===== config.mk =====
export PLATFORM = sky130hd
export DESIGN_NAME = owm_bus_master_flat
export DESIGN_NICKNAME = d
export VERILOG_FILES = /design/src/rtl/owm_pkg.sv /design/src/rtl/owm_bus_master_if.sv /design/src/rtl/owm_sync2.sv /design/src/rtl/owm_bus_master.sv /design/src/flat_wrapper.sv
export SDC_FILE = /design/constraint.sdc
export NUM_CORES = 1
export LEC_CHECK = 0
export ABC_AREA = 0
export CAP_MARGIN = 20
export CORE_ASPECT_RATIO = 1.1
export CORE_MARGIN = 2
export CORE_UTILIZATION = 35
export DETAILED_ROUTE_END_ITERATION = 10
export PLACE_DENSITY_LB_ADDON = 0.25
export SYNTH_ARGS = -nofsm -noshare
export SYNTH_HDL_FRONTEND = slang
export SYNTH_SLANG_ARGS = --single-unit

===== constraint.sdc =====
create_clock -name clk -period 2 [get_ports clk]
set_input_delay 0.4 -clock clk [delete_from_list [all_inputs] [get_ports clk]]
set_output_delay 0.4 -clock clk [all_outputs]
set_load 0.05 [all_outputs]

===== src/rtl/owm_pkg.sv =====
// Shared definitions for the 1-Wire bus master: command op codes, FSM states
// and default slot/reset timing in clk cycles at 100 MHz.
package owm_pkg;

  localparam int unsigned OP_W = 2;

  // Command op codes carried on cmd_op
  typedef enum logic [OP_W-1:0] {
    OP_RST = 2'b00,
    OP_WR  = 2'b01,
    OP_RD  = 2'b10,
    OP_RSV = 2'b11
  } op_e;

  // Master FSM states
  typedef enum logic [2:0] {
    IDLE      = 3'd0,
    RST_LOW   = 3'd1,
    RST_WAIT  = 3'd2,
    SLOT_LOW  = 3'd3,
    SLOT_WAIT = 3'd4
  } state_e;

  // Default timing (cycles at 100 MHz)
  localparam int unsigned CNT_W_DEF  = 16;
  localparam int unsigned T_RSTL_DEF = 48000;
  localparam int unsigned T_PDS_DEF  = 7000;
  localparam int unsigned T_RSTH_DEF = 41000;
  localparam int unsigned T_LOW1_DEF = 600;
  localparam int unsigned T_LOW0_DEF = 6000;
  localparam int unsigned T_SMP_DEF  = 1500;
  localparam int unsigned T_SLOT_DEF = 6500;

endpackage


===== src/rtl/owm_bus_master_if.sv =====
// Command/response handshake and DQ pad signals of the 1-Wire bus master.
//   cmd_valid/cmd_ready/cmd_op/cmd_bit : command request from the byte sequencer
//   rsp_valid/rsp_bit/bus_err          : completion pulse and result
//   busy                               : inverse of cmd_ready
//   data_in/data_out/data_out_oe       : raw DQ level and open-drain drive
// master : the bus master itself; slave : sequencer and pad side.
interface owm_bus_master_if;
  import owm_pkg::*;

  logic            cmd_valid;
  logic            cmd_ready;
  logic [OP_W-1:0] cmd_op;
  logic            cmd_bit;
  logic            rsp_valid;
  logic            rsp_bit;
  logic            bus_err;
  logic            busy;
  logic            data_in;
  logic            data_out;
  logic            data_out_oe;

  modport master (
    input  cmd_valid, cmd_op, cmd_bit, data_in,
    output cmd_ready, rsp_valid, rsp_bit, bus_err, busy, data_out, data_out_oe
  );

  modport slave (
    output cmd_valid, cmd_op, cmd_bit, data_in,
    input  cmd_ready, rsp_valid, rsp_bit, bus_err, busy, data_out, data_out_oe
  );

endinterface


===== src/rtl/owm_sync2.sv =====
// Two-flop synchronizer for the asynchronous DQ pin level.
//   clk, rst : clock, asynchronous active-high reset
//   d_i      : raw DQ level
//   q_o      : synchronized DQ level (resets high, matching an idle pulled-up bus)
module owm_sync2 (
  input  logic clk,
  input  logic rst,
  input  logic d_i,
  output logic q_o
);

  logic [1:0] sync_q;

  always_ff @(posedge clk or posedge rst) begin
    if (rst) begin
      sync_q <= 2'b11;
    end else begin
      sync_q <= {sync_q[0], d_i};
    end
  end

  assign q_o = sync_q[1];

endmodule


===== src/rtl/owm_bus_master.sv =====
// 1-Wire bus master: runs one reset/presence sequence or one write/read bit
// slot per accepted command on the open-drain DQ line.
//   clk, rst : clock, asynchronous active-high reset
//   bus      : owm_bus_master_if.master (command, response and DQ pad signals)
// All timing parameters are in clk cycles and must each be below 2**CNT_W.
module owm_bus_master
  import owm_pkg::*;
#(
  parameter int unsigned CNT_W  = CNT_W_DEF,
  parameter int unsigned T_RSTL = T_RSTL_DEF,
  parameter int unsigned T_PDS  = T_PDS_DEF,
  parameter int unsigned T_RSTH = T_RSTH_DEF,
  parameter int unsigned T_LOW1 = T_LOW1_DEF,
  parameter int unsigned T_LOW0 = T_LOW0_DEF,
  parameter int unsigned T_SMP  = T_SMP_DEF,
  parameter int unsigned T_SLOT = T_SLOT_DEF
) (
  input  logic             clk,
  input  logic             rst,
  owm_bus_master_if.master bus
);

  localparam logic [CNT_W-1:0] RSTL_END = CNT_W'(T_RSTL - 1);
  localparam logic [CNT_W-1:0] PDS_AT   = CNT_W'(T_PDS);
  localparam logic [CNT_W-1:0] RSTH_END = CNT_W'(T_RSTH - 1);
  localparam logic [CNT_W-1:0] LOW1_END = CNT_W'(T_LOW1 - 1);
  localparam logic [CNT_W-1:0] LOW0_END = CNT_W'(T_LOW0 - 1);
  localparam logic [CNT_W-1:0] SMP_AT   = CNT_W'(T_SMP);
  localparam logic [CNT_W-1:0] SLOT_END = CNT_W'(T_SLOT - 1);

  state_e          state_q, state_d;
  logic [CNT_W-1:0] cnt_q, cnt_d, cnt_inc;
  logic [OP_W-1:0] op_q, op_d;
  logic            bit_q, bit_d;
  logic            smp_q, smp_d;
  logic            oe_q, oe_d;
  logic            rsp_valid_q, rsp_valid_d;
  logic            rsp_bit_q, rsp_bit_d;
  logic            bus_err_q, bus_err_d;
  logic            cmd_ready_q, cmd_ready_d;
  logic            busy_q;
  logic [CNT_W-1:0] slot_low_end;
  logic            dq_s;

  owm_sync2 u_sync (
    .clk (clk),
    .rst (rst),
    .d_i (bus.data_in),
    .q_o (dq_s)
  );

  // Saturating increment: the counter must never wrap back onto a match value
  assign cnt_inc = (&cnt_q) ? cnt_q : cnt_q + CNT_W'(1);

  // Only a write-0 holds the line for the long low time
  assign slot_low_end = (op_q == OP_WR && !bit_q) ? LOW0_END : LOW1_END;

  // State and datapath registers
  always_ff @(posedge clk or posedge rst) begin
    if (rst) begin
      state_q     <= IDLE;
      cnt_q       <= '0;
      op_q        <= '0;
      bit_q       <= 1'b0;
      smp_q       <= 1'b0;
      oe_q        <= 1'b0;
      rsp_valid_q <= 1'b0;
      rsp_bit_q   <= 1'b0;
      bus_err_q   <= 1'b0;
      cmd_ready_q <= 1'b1;
      busy_q      <= 1'b0;
    end else begin
      state_q     <= state_d;
      cnt_q       <= cnt_d;
      op_q        <= op_d;
      bit_q       <= bit_d;
      smp_q       <= smp_d;
      oe_q        <= oe_d;
      rsp_valid_q <= rsp_valid_d;
      rsp_bit_q   <= rsp_bit_d;
      bus_err_q   <= bus_err_d;
      cmd_ready_q <= cmd_ready_d;
      busy_q      <= ~cmd_ready_d;
    end
  end

  // Next-state and output logic
  always_comb begin
    state_d     = state_q;
    cnt_d       = cnt_inc;
    op_d        = op_q;
    bit_d       = bit_q;
    smp_d       = smp_q;
    oe_d        = oe_q;
    rsp_valid_d = 1'b0;
    rsp_bit_d   = rsp_bit_q;
    bus_err_d   = 1'b0;
    cmd_ready_d = cmd_ready_q;

    unique case (state_q)
      IDLE: begin
        cnt_d       = '0;
        // Ready comes back one cycle after the response pulse
        cmd_ready_d = 1'b1;
        if (bus.cmd_valid && cmd_ready_q) begin
          op_d        = bus.cmd_op;
          bit_d       = bus.cmd_bit;
          smp_d       = 1'b0;
          cmd_ready_d = 1'b0;
          if (bus.cmd_op == OP_RST) begin
            state_d = RST_LOW;
            oe_d    = 1'b1;
          end else if (bus.cmd_op == OP_WR || bus.cmd_op == OP_RD) begin
            state_d = SLOT_LOW;
            oe_d    = 1'b1;
          end else begin
            // Reserved op completes immediately without touching the bus
            rsp_valid_d = 1'b1;
            rsp_bit_d   = 1'b0;
          end
        end
      end

      RST_LOW: begin
        if (cnt_q == RSTL_END) begin
          oe_d    = 1'b0;
          cnt_d   = '0;
          state_d = RST_WAIT;
        end
      end

      RST_WAIT: begin
        // A slave answers by pulling the line low
        if (cnt_q == PDS_AT) begin
          smp_d = ~dq_s;
        end
        if (cnt_q == RSTH_END) begin
          bus_err_d   = ~dq_s;
          rsp_valid_d = 1'b1;
          rsp_bit_d   = smp_q;
          state_d     = IDLE;
        end
      end

      SLOT_LOW: begin
        // A write-0 reaches the sample point while still driving low
        if (cnt_q == SMP_AT) begin
          smp_d = dq_s;
        end
        if (cnt_q == slot_low_end) begin
          oe_d    = 1'b0;
          state_d = SLOT_WAIT;
        end
      end

      SLOT_WAIT: begin
        if (cnt_q == SMP_AT) begin
          smp_d = dq_s;
        end
        if (cnt_q == SLOT_END) begin
          bus_err_d   = ~dq_s;
          rsp_valid_d = 1'b1;
          rsp_bit_d   = smp_q;
          state_d     = IDLE;
        end
      end

      default: begin
        state_d = IDLE;
        oe_d    = 1'b0;
      end
    endcase
  end

  assign bus.cmd_ready   = cmd_ready_q;
  assign bus.busy        = busy_q;
  assign bus.rsp_valid   = rsp_valid_q;
  assign bus.rsp_bit     = rsp_bit_q;
  assign bus.bus_err     = bus_err_q;
  assign bus.data_out    = 1'b0;
  assign bus.data_out_oe = oe_q;

endmodule


===== src/flat_wrapper.sv =====
// flat-port wrapper written by rule: the top's interface ports become plain ports
module owm_bus_master_flat import owm_pkg::*;
#(
  parameter int unsigned CNT_W  = CNT_W_DEF,
  parameter int unsigned T_RSTL = T_RSTL_DEF,
  parameter int unsigned T_PDS  = T_PDS_DEF,
  parameter int unsigned T_RSTH = T_RSTH_DEF,
  parameter int unsigned T_LOW1 = T_LOW1_DEF,
  parameter int unsigned T_LOW0 = T_LOW0_DEF,
  parameter int unsigned T_SMP  = T_SMP_DEF,
  parameter int unsigned T_SLOT = T_SLOT_DEF
)
  (clk, rst, bus_cmd_valid, bus_cmd_op, bus_cmd_bit, bus_data_in, bus_cmd_ready, bus_rsp_valid, bus_rsp_bit, bus_bus_err, bus_busy, bus_data_out, bus_data_out_oe);
  owm_bus_master_if bus_i ();
  input  logic clk;
  input  logic rst;
  input wire logic [$bits(bus_i.cmd_valid)-1:0] bus_cmd_valid;
  input wire logic [$bits(bus_i.cmd_op)-1:0] bus_cmd_op;
  input wire logic [$bits(bus_i.cmd_bit)-1:0] bus_cmd_bit;
  input wire logic [$bits(bus_i.data_in)-1:0] bus_data_in;
  output wire logic [$bits(bus_i.cmd_ready)-1:0] bus_cmd_ready;
  output wire logic [$bits(bus_i.rsp_valid)-1:0] bus_rsp_valid;
  output wire logic [$bits(bus_i.rsp_bit)-1:0] bus_rsp_bit;
  output wire logic [$bits(bus_i.bus_err)-1:0] bus_bus_err;
  output wire logic [$bits(bus_i.busy)-1:0] bus_busy;
  output wire logic [$bits(bus_i.data_out)-1:0] bus_data_out;
  output wire logic [$bits(bus_i.data_out_oe)-1:0] bus_data_out_oe;
  assign bus_i.cmd_valid = bus_cmd_valid;
  assign bus_i.cmd_op = bus_cmd_op;
  assign bus_i.cmd_bit = bus_cmd_bit;
  assign bus_i.data_in = bus_data_in;
  assign bus_cmd_ready = bus_i.cmd_ready;
  assign bus_rsp_valid = bus_i.rsp_valid;
  assign bus_rsp_bit = bus_i.rsp_bit;
  assign bus_bus_err = bus_i.bus_err;
  assign bus_busy = bus_i.busy;
  assign bus_data_out = bus_i.data_out;
  assign bus_data_out_oe = bus_i.data_out_oe;
  owm_bus_master #(.CNT_W(CNT_W), .T_RSTL(T_RSTL), .T_PDS(T_PDS), .T_RSTH(T_RSTH), .T_LOW1(T_LOW1), .T_LOW0(T_LOW0), .T_SMP(T_SMP), .T_SLOT(T_SLOT)) u_core (.clk(clk), .rst(rst), .bus(bus_i));
endmodule

Word level (Yosys, flattened, before mapping). Cells that the tools add are included.

Equal/unequal tests: 23. Bitwise operators: 3. Reduce and logical (&&, ||, !) cells: 16. Multiplexer cells: 39. $add $sub $neg: 1.

Operators with widths (number): $eq 16x13->1 const B (2); $eq 16x16->1 const B (2); $mux 16 (2); $pmux 16 s2 (1); $mux 1 (22); $mux 3 (7); $add 16x1->16 const B (1); $eq 16x11->1 const B (1); $eq 16x16->1 (1); $reduce_and 16->1 (1); $pmux 3 s5 (1); $ne 2x1->1 const B (7); $mux 13 (1); $reduce_and 6->1 (2); $pmux 1 s3 (3); $eq 3x2->1 const B (2); $reduce_bool 3->1 (2); $reduce_and 5->1 (1); $eq 2x1->1 const B (2); $ne 2x2->1 const B (2); $pmux 1 s4 (1); $reduce_and 4->1 (1); $reduce_or 2->1 (2); $eq 3x1->1 const B (1); other kinds (11) (14).

Register bits after elaboration: 31. Output and inout port bits: 7.

Depth between registers and ports, before layout.
Depth after elaboration: 6. Gate-level depth with buffers: 7.

By module. From an unflattened synthesis, not the netlist that was laid out.

Cells, all modules: 211. Area total of the unflattened synthesis: 1970.6 um2.

By module, submodules not included: owm_bus_master (cells an instance 208, sequential area each 726.9 um2, area an instance 1914.3 um2, instances 1); owm_sync2 (cells an instance 3, sequential area each 52.6 um2, area an instance 56.3 um2, instances 1).

Worst setup path after synthesis. No wires, ideal clock.

Path kind: reg-to-reg. From: register u_core.cnt_q[1]. To: register u_core.rsp_bit_q (netlist: u_core.bus.rsp_bit). Setup slack: 0.019 ns. Library setup time: 0.135 ns. Buffers on the path: 0. Arrival: 1.846 ns. Clock period less this slack: 1.981 ns. Stages on the path, launching flop included: 7. Cells stage by stage: dfrtp_1 ha_1 or4bb_1 nor4_2 nor3b_1 o41ai_2 o41ai_1.

Cells in the longest elaborated chain, start to end: 3.

RTL lines: start, declared (RTL line owm_bus_master.sv:32) `logic [CNT_W-1:0] cnt_q, cnt_d, cnt_inc;`; start signal, assigned (RTL line owm_bus_master.sv:74) `cnt_q <= cnt_d;`; $eq 16x13->1 or $eq 16x16->1 (tied branches) (RTL line owm_bus_master.sv:160, owm_bus_master.sv:137); $ne 2x1->1 (no line); $reduce_and 6->1 (no line) *; end signal, assigned (RTL line owm_bus_master.sv:80) `rsp_bit_q <= rsp_bit_d;`; end, declared (RTL line owm_bus_master.sv:38) `logic rsp_bit_q, rsp_bit_d;`.

Mark *: on every way between the ends. The rest lies on a longest branch, timed or not. A chain may end at the register's enable or synchronous reset.

Worst setup path after layout.
From: register u_core.bit_q. To: register u_core.oe_q (netlist: u_core.bus.data_out_oe).

Cells in the longest elaborated chain, start to end: 6.

RTL lines: start, declared (RTL line owm_bus_master.sv:34) `logic bit_q, bit_d;`; start signal, assigned (RTL line owm_bus_master.sv:76) `bit_q <= bit_d;`; $logic_not 1->1 (RTL line owm_bus_master.sv:56) `assign slot_low_end = (op_q == OP_WR && !bit_q) ? LOW0_END : LOW1_END;`; $logic_and 1x1->1 (RTL line owm_bus_master.sv:56); $mux 13 (RTL line owm_bus_master.sv:56); $eq 16x16->1 (RTL line owm_bus_master.sv:150) `if (cnt_q == slot_low_end) begin`; $ne 2x1->1 (no line); $reduce_and 5->1 (no line); end signal, assigned (RTL line owm_bus_master.sv:66) `oe_q <= 1'b0;`; end signal, assigned (RTL line owm_bus_master.sv:78) `oe_q <= oe_d;`; end, declared (RTL line owm_bus_master.sv:36) `logic oe_q, oe_d;`.

Every way passes these cells.

==> out/qor.yml <==
timing:
  setup-tns-final_ns: -0.134
  fin_hold_ws_ns: 0.356
  relSlewSlack: 0.662
  fin_crit_sh: 1.04
  rsz0062_at_grt: "true"
  tightest_slew_ns: 0.505
  fmax_mhz: 481
  hold_viol_final: 0
  drv_slew: 0
  clock_skew_ns: 0.00700
  final-setup-viol-count: 3
  worst_slack_ns: -0.0783
  period_needed_ns: 2.08
setup_path:
  worstPathCellList: "or3b_4 -> or4_4 -> a211o_1 -> a21o_1 -> a211o_1"
  start_kind: "flip-flop"
  arrival_ns: 2.25
  critPathMaxStageDelay_ns: 0.41
  reg2reg_depth: 5
  crit_type: "flip-flop to flip-flop"
  crit_required_ns: 2.17
  worst-path-max-fanout: 2
  cp_top_family: "simple AND/OR/NAND/NOR gates"
  path_common_cell: "a211o_1"
  r2r_end: "u_core.bus.data_out_oe"
  crit-reg2reg-launch: "u_core.bit_q"
  regToRegSetupSlack_ns: -0.08
  cp.buffers_inverters: 0
  crit_path_end_kind: "flip-flop"
  worst_path_max_delay_cell: "or3b_4"
detailed_routing:
  routed_wl_um: 4480
  routed_via_density: 5.07
  drcViolationCount: 0
  vias: 1626
  drt_iter0_markers: 58
  first_pass_iters: 4
  wire_per_inst_um: 14.0
  final_antenna_net_count: 0
place:
  port_buffers: 12
  place_ws_ns: -0.212
  dp.cells: 309
  place_congestion: 0.836
  hpwlAfterDp_um: 3220
clocking:
  clock_latency_ns: 0.28
  clock-sinks: 31
  cts_tree: "done"
  cts_root_buffer: "clkbuf_8"
  htreeDepth: 2
  clock_path_buffers: 2
  cts_inserted_buffers: 5
  clkTransAtPathRegs_ns: 0.07
logic_synthesis:
  postSynthAreaPerCell_sq_um: 9.40
  ys_top_cells_by_count: "dfrtp_1, nor2_1, inv_1, nand2_1, nand3_1"
  ys_seq_elements: 31
  netlist_area_sq_um: 1940
  syn_inst: 206
  ys_async_sr_fraction: 1.00
  synth_edf_count: 0
  yosys-top-cells-area: "dfrtp_1, nor2_1, dfstp_2, buf_6, xor2_1"
  synth_most_common_cell: "dfrtp_1"
  yosysTopAreaCell: "dfrtp_1"
  ys.flop_type: "dfrtp_1"
  synth.distinct_cells: 53
  synth_top_area_share: 0.362
  ys_warn_count: 0
  syn_nets: 217
  yosysSeqAreaShare: 0.402
hold_path:
  min_from: "u_core.u_sync.sync_q[0]"
  min_to: "u_core.u_sync.sync_q[1]"
  whs_path_depth: 0
  hold_path.class: "flip-flop to flip-flop"
run_status:
  status: "complete, but fails checks"
  violations: "setup timing"
finish:
  drive_gt1_frac: 0.272
  area_growth_pct: 26.7
  regArea_sq_um: 782
  antenna_cells: 0
  instances_no_fill: 321
  final_net_count: 256
  fillers: 528
  multi_input_area_sq_um: 1020
flow_run:
  cap_viol_max_count: 0
global_route:
  grt_antenna_before_repair: 0
  grt_start_max_net_pins: 32
  grt_overflow: 0
  grtUsageTotal: 0.160
  grt_pass1_wl_um: 7410
  grt_pass1_vias: 1587
floorplan:
  ios: 14
  start_util: 0.361
  die_w_um: 74.9
  rows: 28
  die-area_sq_um: 6150
  die_h_um: 82.0
  core_sq_um: 5360
power:
  ir_drop_v: 0.000458
  power_density_nw_per_um2: 537
  p_leak_nw: 1.07
## through the flow
stage               total power [mW]  area, sq um  utilization
floorplan                      0.665         1940            -
finish                          1.32         2450        0.458
global placement               0.686         2270        0.423
detailed placement             0.687         2270        0.423
global route                    1.36         2450        0.458
CTS                             1.34         2390        0.446
## sequential cells by signal (all words and copies together) (netlist names)
| register | flops |
|---|---|
| u_core.bus.rsp_valid | 1 |
| u_core.bit_q | 1 |
| u_core.smp_q | 1 |
| u_core.bus.cmd_ready | 1 |
| u_core.bus.bus_err | 1 |
| u_core.state_q | 3 |
| u_core.bus.rsp_bit | 1 |
| u_core.bus.busy | 1 |
| u_core.bus.data_out_oe | 1 |
| u_core.u_sync.sync_q | 2 |
| u_core.cnt_q | 16 |
| u_core.op_q | 2 |
## cells in the final DEF, fill, tap and decap left out, types with 4 or more instances in the layout
master            n
nor2_1           23
mux2_2            4
clkdlybuf4s50_1  11
nor3_1            8
mux2i_1           4
dfrtp_1          26
xor2_1            8
nand2_1          11
nand3_1          11
inv_1            12
clkbuf_8          6
buf_4            35
nor2b_1           5
nand4_1           6
o2111ai_1         4
o21ai_0           9
## layer usage
metal	part of all wire	vias to the layer above	track usage
li1	-	815	-
met5	0	-	0
met2	0.49	28	0.274
met1	0.46	772	0.199
met3	0.030	11	0.0331
met4	0.016	0	0.0536
## layout make-up
| type | count | area share |
|---|---|---|
| multi-input cells | 148 | 0.417 |
| clock buffers | 6 | 0.0337 |
| inverters | 12 | 0.0184 |
| flip-flops and latches | 31 | 0.319 |
| clock inverters | 2 | 0.0143 |
| well taps | 75 | 0.0382 |
| repair buffers | 47 | 0.160 |
## worst max path at each step
stage,from,endpoint,slack (ns),cells past startpoint
final,u_core.bit_q,u_core.bus.data_out_oe,-0.08,5
after global routing,u_core.bit_q,u_core.bus.data_out_oe,-0.15,5
after CTS,u_core.op_q[1],u_core.bus.data_out_oe,-0.09,5
after detailed placement,bus_cmd_op[0],u_core.bus.data_out_oe,-0.21,8
after global placement,bus_cmd_op[0],u_core.bus.rsp_bit,-0.16,7
after floorplan,u_core.cnt_q[1],u_core.bus.rsp_bit,0.02,6
## logic make-up after synthesis
family,synth area share
other,0.00194
XOR/XNOR,0.0452
multiplexers,0.0439
AND/OR/NAND/NOR,0.273
AO/OA/AOI/OAI,0.120
adder cells (fa/ha/maj),0.0258
buffers and inverters,0.0872
flip-flops,0.402
## timing repair
action / in CTS / in global routing
hold buffers: 0 / 0
pin swaps: 0 / 10
endpoints found under the setup margin: 3 / 7
gates cloned: 0 / 0
buffers inserted: 0 / 4
resized for setup: 2 / 8
## report_power, final
group | switching (mW) | internal (mW) | leakage (nW)
Sequential | 0.00126 | 0.631 | 0.395
Clock | 0.241 | 0.403 | 0.0612
Combinational | 0.0239 | 0.0178 | 0.612
Total | 0.266 | 1.05 | 1.07
Power figures use the tool's default switching activity.
